==> src/rtl/floo_axis_vc_arbiter.sv <==
// Credit-based two-channel (req/rsp) scheduler onto one AXI-Stream beat register.
// Each beat also piggybacks returned credits for the channel with the most pending frees.
module floo_axis_vc_arbiter #(
  parameter int unsigned NumCredits   = 8,
  parameter int unsigned FlitDataSize = 64,
  localparam int unsigned CW          = $clog2(NumCredits + 1)
) (
  input  logic                    clk_i,
  input  logic                    rst_ni,
  input  logic                    req_valid_i,
  output logic                    req_ready_o,
  input  logic [FlitDataSize-1:0] req_data_i,
  input  logic                    rsp_valid_i,
  output logic                    rsp_ready_o,
  input  logic [FlitDataSize-1:0] rsp_data_i,
  input  logic                    free_req_i,
  input  logic                    free_rsp_i,
  input  logic                    cred_in_valid_i,
  input  logic                    cred_in_hdr_i,
  input  logic [CW-1:0]           cred_in_cnt_i,
  output logic                    axis_tvalid_o,
  input  logic                    axis_tready_i,
  output logic [FlitDataSize:0]   axis_tdata_o,
  output logic [CW+1:0]           axis_tuser_o,
  output logic [CW-1:0]           credits_req_o,
  output logic [CW-1:0]           credits_rsp_o,
  output logic                    error_o
);

  localparam int unsigned CWE = CW + 1;
  localparam int unsigned TDW = FlitDataSize + 1;
  localparam int unsigned TUW = CW + 2;
  localparam logic [CWE-1:0] MaxCredWide = CWE'(NumCredits);
  localparam logic [CW-1:0]  MaxCred     = CW'(NumCredits);

  logic [CW-1:0]  r_sc_req;
  logic [CW-1:0]  r_sc_rsp;
  logic [CW-1:0]  r_pr_req;
  logic [CW-1:0]  r_pr_rsp;
  logic           r_last_req;
  logic           r_tvalid;
  logic [TDW-1:0] r_tdata;
  logic [TUW-1:0] r_tuser;
  logic           r_error;

  logic           w_load;
  logic           w_elig_req;
  logic           w_elig_rsp;
  logic           w_gnt_req;
  logic           w_gnt_rsp;
  logic           w_take_req;
  logic           w_take_rsp;
  logic           w_pb_req;
  logic [CW-1:0]  w_pb_cnt;
  logic           w_pend_any;
  logic           w_beat;
  logic           w_cred_req;
  logic           w_cred_rsp;
  logic [CWE-1:0] w_sc_req_sum;
  logic [CWE-1:0] w_sc_rsp_sum;
  logic           w_ovf_req;
  logic           w_ovf_rsp;
  logic [CW-1:0]  w_sc_req_nxt;
  logic [CW-1:0]  w_sc_rsp_nxt;
  logic [CW-1:0]  w_pr_req_nxt;
  logic [CW-1:0]  w_pr_rsp_nxt;
  logic [TDW-1:0] w_tdata_nxt;
  logic [TUW-1:0] w_tuser_nxt;

  // Round-robin grant; with both eligible the channel not served last wins.
  always_comb begin
    w_load     = !r_tvalid || axis_tready_i;
    w_elig_req = req_valid_i && (r_sc_req != '0);
    w_elig_rsp = rsp_valid_i && (r_sc_rsp != '0);
    w_gnt_req  = w_elig_req && (!w_elig_rsp || !r_last_req);
    w_gnt_rsp  = w_elig_rsp && !w_gnt_req;
    w_take_req = w_load && w_gnt_req;
    w_take_rsp = w_load && w_gnt_rsp;
  end

  assign req_ready_o = w_take_req;
  assign rsp_ready_o = w_take_rsp;

  // Piggyback the larger pending return count; ties favour req.
  always_comb begin
    w_pb_req   = (r_pr_req >= r_pr_rsp);
    w_pb_cnt   = w_pb_req ? r_pr_req : r_pr_rsp;
    w_pend_any = (r_pr_req != '0) || (r_pr_rsp != '0);
    w_beat     = w_load && (w_gnt_req || w_gnt_rsp || w_pend_any);
  end

  always_comb begin
    w_pr_req_nxt = r_pr_req;
    w_pr_rsp_nxt = r_pr_rsp;
    if (w_beat && w_pb_req) begin
      w_pr_req_nxt = CW'(free_req_i);
    end else if (free_req_i && (r_pr_req != MaxCred)) begin
      w_pr_req_nxt = r_pr_req + CW'(1);
    end
    if (w_beat && !w_pb_req) begin
      w_pr_rsp_nxt = CW'(free_rsp_i);
    end else if (free_rsp_i && (r_pr_rsp != MaxCred)) begin
      w_pr_rsp_nxt = r_pr_rsp + CW'(1);
    end
  end

  // Net send-credit update: incoming credits minus same-cycle consumption, saturating.
  always_comb begin
    w_cred_req   = cred_in_valid_i && cred_in_hdr_i;
    w_cred_rsp   = cred_in_valid_i && !cred_in_hdr_i;
    w_sc_req_sum = CWE'(r_sc_req) + (w_cred_req ? CWE'(cred_in_cnt_i) : CWE'(0))
                 - CWE'(w_take_req);
    w_sc_rsp_sum = CWE'(r_sc_rsp) + (w_cred_rsp ? CWE'(cred_in_cnt_i) : CWE'(0))
                 - CWE'(w_take_rsp);
    w_ovf_req    = (w_sc_req_sum > MaxCredWide);
    w_ovf_rsp    = (w_sc_rsp_sum > MaxCredWide);
    w_sc_req_nxt = w_ovf_req ? MaxCred : w_sc_req_sum[CW-1:0];
    w_sc_rsp_nxt = w_ovf_rsp ? MaxCred : w_sc_rsp_sum[CW-1:0];
  end

  always_comb begin
    w_tdata_nxt = '0;
    if (w_gnt_req) begin
      w_tdata_nxt = {1'b1, req_data_i};
    end else if (w_gnt_rsp) begin
      w_tdata_nxt = {1'b0, rsp_data_i};
    end
    w_tuser_nxt = {(w_gnt_req || w_gnt_rsp), w_pb_req, w_pb_cnt};
  end

  always_ff @(posedge clk_i) begin
    if (!rst_ni) begin
      r_sc_req   <= MaxCred;
      r_sc_rsp   <= MaxCred;
      r_pr_req   <= '0;
      r_pr_rsp   <= '0;
      r_last_req <= 1'b0;
      r_error    <= 1'b0;
    end else begin
      r_sc_req <= w_sc_req_nxt;
      r_sc_rsp <= w_sc_rsp_nxt;
      r_pr_req <= w_pr_req_nxt;
      r_pr_rsp <= w_pr_rsp_nxt;
      r_error  <= r_error || w_ovf_req || w_ovf_rsp;
      if (w_take_req) begin
        r_last_req <= 1'b1;
      end else if (w_take_rsp) begin
        r_last_req <= 1'b0;
      end
    end
  end

  // Output stage: fields only change when the register may load.
  always_ff @(posedge clk_i) begin
    if (!rst_ni) begin
      r_tvalid <= 1'b0;
      r_tdata  <= '0;
      r_tuser  <= '0;
    end else if (w_beat) begin
      r_tvalid <= 1'b1;
      r_tdata  <= w_tdata_nxt;
      r_tuser  <= w_tuser_nxt;
    end else if (w_load) begin
      r_tvalid <= 1'b0;
    end
  end

  assign axis_tvalid_o = r_tvalid;
  assign axis_tdata_o  = r_tdata;
  assign axis_tuser_o  = r_tuser;
  assign credits_req_o = r_sc_req;
  assign credits_rsp_o = r_sc_rsp;
  assign error_o       = r_error;

endmodule

==> config.mk <==
export PLATFORM = sky130hd
export DESIGN_NAME = floo_axis_vc_arbiter
export DESIGN_NICKNAME = d
export VERILOG_FILES = /design/src/rtl/floo_axis_vc_arbiter.sv
export SDC_FILE = /design/constraint.sdc
export NUM_CORES = 1
export LEC_CHECK = 0
export CAP_MARGIN = 20
export CORE_AREA = 2 2 88 132
export CTS_CLUSTER_DIAMETER = 50
export DETAILED_ROUTE_END_ITERATION = 7
export DIE_AREA = 0 0 90 134
export PLACE_DENSITY = 0.88
export SLEW_MARGIN = 20
export SYNTH_ARGS = -nofsm -noshare
export SYNTH_HDL_FRONTEND = slang
export SYNTH_SLANG_ARGS = --single-unit
==> constraint.sdc <==
create_clock -name clk_i -period 3.5 [get_ports clk_i]
set_clock_uncertainty 0.1 [all_clocks]
set_input_delay 0.525 -clock clk_i [delete_from_list [all_inputs] [get_ports clk_i]]
set_output_delay 0.525 -clock clk_i [all_outputs]
set_load 0.01 [all_outputs]
==> flow_summary_export.csv <==
group,metric,value,unit
sta,finalSetupViolations,0,
clocking,clkLatencyLatePin,0.33,ns
critical_path,path_class,"in -> reg",
place,gp_congestion,0.826,
clocking,cts.sinks,90,
clocking,cts-hold-fix-buffers,0,
sta,worstMarginPinSlew,0.858,ns
floorplanning,initial_core_util,0.389,
place,io_buffers,223,
critical_path,slowest_delay,0.53,ns
finish,antenna_cells,0,
sta,relSlewSlack,0.426,
global_route,grt_overflow,0,
clocking,cts_root_buffer,"clkbuf_16",
drt,first_pass_iters,4,
run,maxCapViolCount,0,
pwr,p_leak,2.63,nW
finish,nets,822,
drt,wl,13600,um
critical_path,critPathCaptureType,"flip-flop",
logic_synthesis,synth_cell_types,39,
global_route,first_global_vias,4467,
logic_synthesis,syn_area_per_cell,9.69,um2
logic_synthesis,synth_area,4250,um2
logic_synthesis,yosys_warnings,0,
drt,drt-initial-drc-count,131,
critical_path,critical-path-slowest-cell,"clkdlybuf4s50_1",
finish,final_area,6920,um2
global_route,grt_pass1_wl,21300,um
critical_path,path_max_fanout,3,
place,post_dp_cell_area,6590,um2
pwr,p_per_area,632,nW/um2
critical_path,critPathRequiredTime,3.63,ns
critical_path,start_kind,"primary input",
sta,hold_viol,0,
logic_synthesis,syn_inst,439,
floorplanning,coreArea,10900,um2
global_route,track_usage,0.215,
global_route,grt_start_max_net_pins,46,
logic_synthesis,synth_top_area_cell,"dfxtp_1",
critical_path,crit_buf_inv,4,
pwr,finalPower,4.37,mW
finish,area_growth_syn_to_layout,62.7,%
logic_synthesis,synth-seq-cells,90,
sta,maxSlewViolCount,0,
outcome,status,"completed",
pwr,ir_drop,371,uV
clocking,ctsLongestPathBuffers,2,
finish,mostFrequentLayoutCell,"clkdlybuf4s50_1",
clocking,cts.htree.levels,3,
drt,drc,0,
drt,vias,4304,
clocking,clk_pin_slew,0.07,ns
critical_path,crit_family,"adder cells",
drt,vias_per_cell,5.33,
floorplanning,dieArea,12100,um2
logic_synthesis,ys_seq_area_frac,0.424,
sta,clock.fmax,294,MHz
sta,fin_crit,3.40,ns
logic_synthesis,synth_area_leaders,"dfxtp_1 42%, o2bb2ai_1 9.3%, a22oi_1 7.9%, ha_1 7.1%, a221oi_1 3.9%",
floorplanning,die_w,90,um
critical_path,arrival,3.53,ns
place,place_hpwl,10500,um
floorplanning,die_h,134,um
critical_path,cp_cell_sequence,"clkdlybuf4s50_1 > o41ai_4 > buf_12 > a211oi_1 > ha_1 > inv_1 > ha_1 > inv_1 > fa_1 > nand2b_1 > a21oi_1 > xor2_1 > a211oi_2 > and2_1",
logic_synthesis,syn_nets,606,
finish,drive_above_1_share,0.0530,
drt,ant_nets,0,
logic_synthesis,synth_top_area_frac,0.424,
global_route,antenna_found_initial,0,
floorplanning,row_count,47,
sta,timing.final.crit_share,0.971,
hold_path,hold_class,"reg -> reg",
finish,final_cell_mix,"223 x clkdlybuf4s50_1, 90 x dfxtp_1, 45 x a22oi_1, 45 x o2bb2ai_1, 37 x nor2_1",
floorplanning,ios,224,
drt,routedWlPerCell,16.8,um
clocking,cts_tree,"done",
clocking,cts_buffers,9,
==> through the flow <==
step	cells	setup TNS [ns]	setup slack [ns]	util	hold slack (ns)
3_3_place_gp	790	0	0.0682	0.603	0.345
6_report	807	0	0.100	0.633	0.361
5_1_grt	807	-0.191	-0.0680	0.633	0.372
2_1_floorplan	439	0	0.228	-	0.378
4_1_cts	806	0	0.200	0.630	0.366
3_5_place_dp	790	-0.365	-0.104	0.603	0.346
==> sequential cells by signal, indices dropped and copies added (netlist names) <==
register / flops
axis_tdata_o: 65
axis_tuser_o: 6
credits_req_o: 4
credits_rsp_o: 4
r_pr_req: 4
r_pr_rsp: 4
axis_tvalid_o: 1
error_o: 1
r_last_req: 1
==> area by class of cell <==
type | instances | area [um2]
Fill cell | 902 | 4020
Timing Repair Buffer | 234 | 2340
Multi-Input combinational cell | 291 | 2180
Sequential cell | 90 | 1800
Clock buffer | 9 | 225
Tap cell | 147 | 184
Inverter | 29 | 109
Clock inverter | 7 | 76.3
==> routing by layer <==
layer	routed length (um)	track usage	up-vias
met3	941	0.0618	25
met2	7120	0.407	195
met4	329	0.0709	0
met1	5160	0.227	2015
li1	-	-	2069
met5	0	0	-
==> Yosys cell counts <==
master     instances
nor2_4             1
and2_1             2
o41a_1             1
xnor2_1            6
inv_1             29
nand2_1           10
o311a_1            1
a2111oi_0          1
nand2b_1           4
buf_2              9
clkbuf_1          10
buf_6              5
ha_1              24
xor2_1             6
a21o_1             3
nor3_2             1
o21ai_1            1
or3_1              3
nand3_1            8
a211oi_1           6
nor2_2             1
a21oi_1           15
nor2_1            37
nor2b_1            6
o41ai_4            2
nor3_1             2
and2_4             1
nand3b_1           4
a221oi_1          19
nand4_1            3
mux2i_1            4
o21ai_0           25
nor4bb_1           1
buf_4              5
fa_1               2
o2bb2ai_1         45
a21oi_2            1
dfxtp_1           90
a22oi_1           45
==> power by group <==
part / total (mW) / switching (mW) / internal (mW) / leakage [nW]
registers: 1.43 / 0.166 / 1.27 / 0.742
logic: 1.97 / 0.967 / 1.01 / 1.74
clock network: 0.965 / 0.405 / 0.561 / 0.148
total: 4.37 / 1.54 / 2.83 / 2.63
==> path summary, 6_finish.rpt <==
check / start / end / slack (ns) / depth (start not counted)
setup / recovery: req_valid_i / credits_req_o[0]$_SDFF_PP0_ / 0.10 / 14
hold / removal: axis_tdata_o[6]$_SDFFE_PN0P_ / axis_tdata_o[6]$_SDFFE_PN0P_ / 0.36 / 1
setup reg to reg: credits_rsp_o[1]$_SDFF_PP0_ / credits_req_o[0]$_SDFF_PP0_ / 0.19 / 12
hold reg to reg: axis_tdata_o[6]$_SDFFE_PN0P_ / axis_tdata_o[6]$_SDFFE_PN0P_ / 0.36 / 1
==> cells by family after synthesis <==
group,Yosys count,synth area share
AOI/OAI and AO/OA,165,0.297
DFF,90,0.424
and+or+nand+nor,84,0.0977
buffers and inverters,58,0.0671
adders and majority gates,26,0.0800
xor gates and xnor gates,12,0.0247
muxes,4,0.00941
==> worst register-to-register path, stage by stage (launching register included) <==
cell and delay (ns):
dfxtp_1 0.37, o41a_1 0.47, a211oi_1 0.39, ha_1 0.30, inv_1 0.06, ha_1 0.16, inv_1 0.06, fa_1 0.41
nand2b_1 0.17, a21oi_1 0.18, xor2_1 0.29, a211oi_2 0.08, and2_1 0.18
==> what timing repair did <==
action | CTS | global route
setup buffers | 0 | 1
gates resized for setup | 0 | 1
setup endpoints to repair | 0 | 3
No activity file was read; power rests on OpenSTA's default activity.
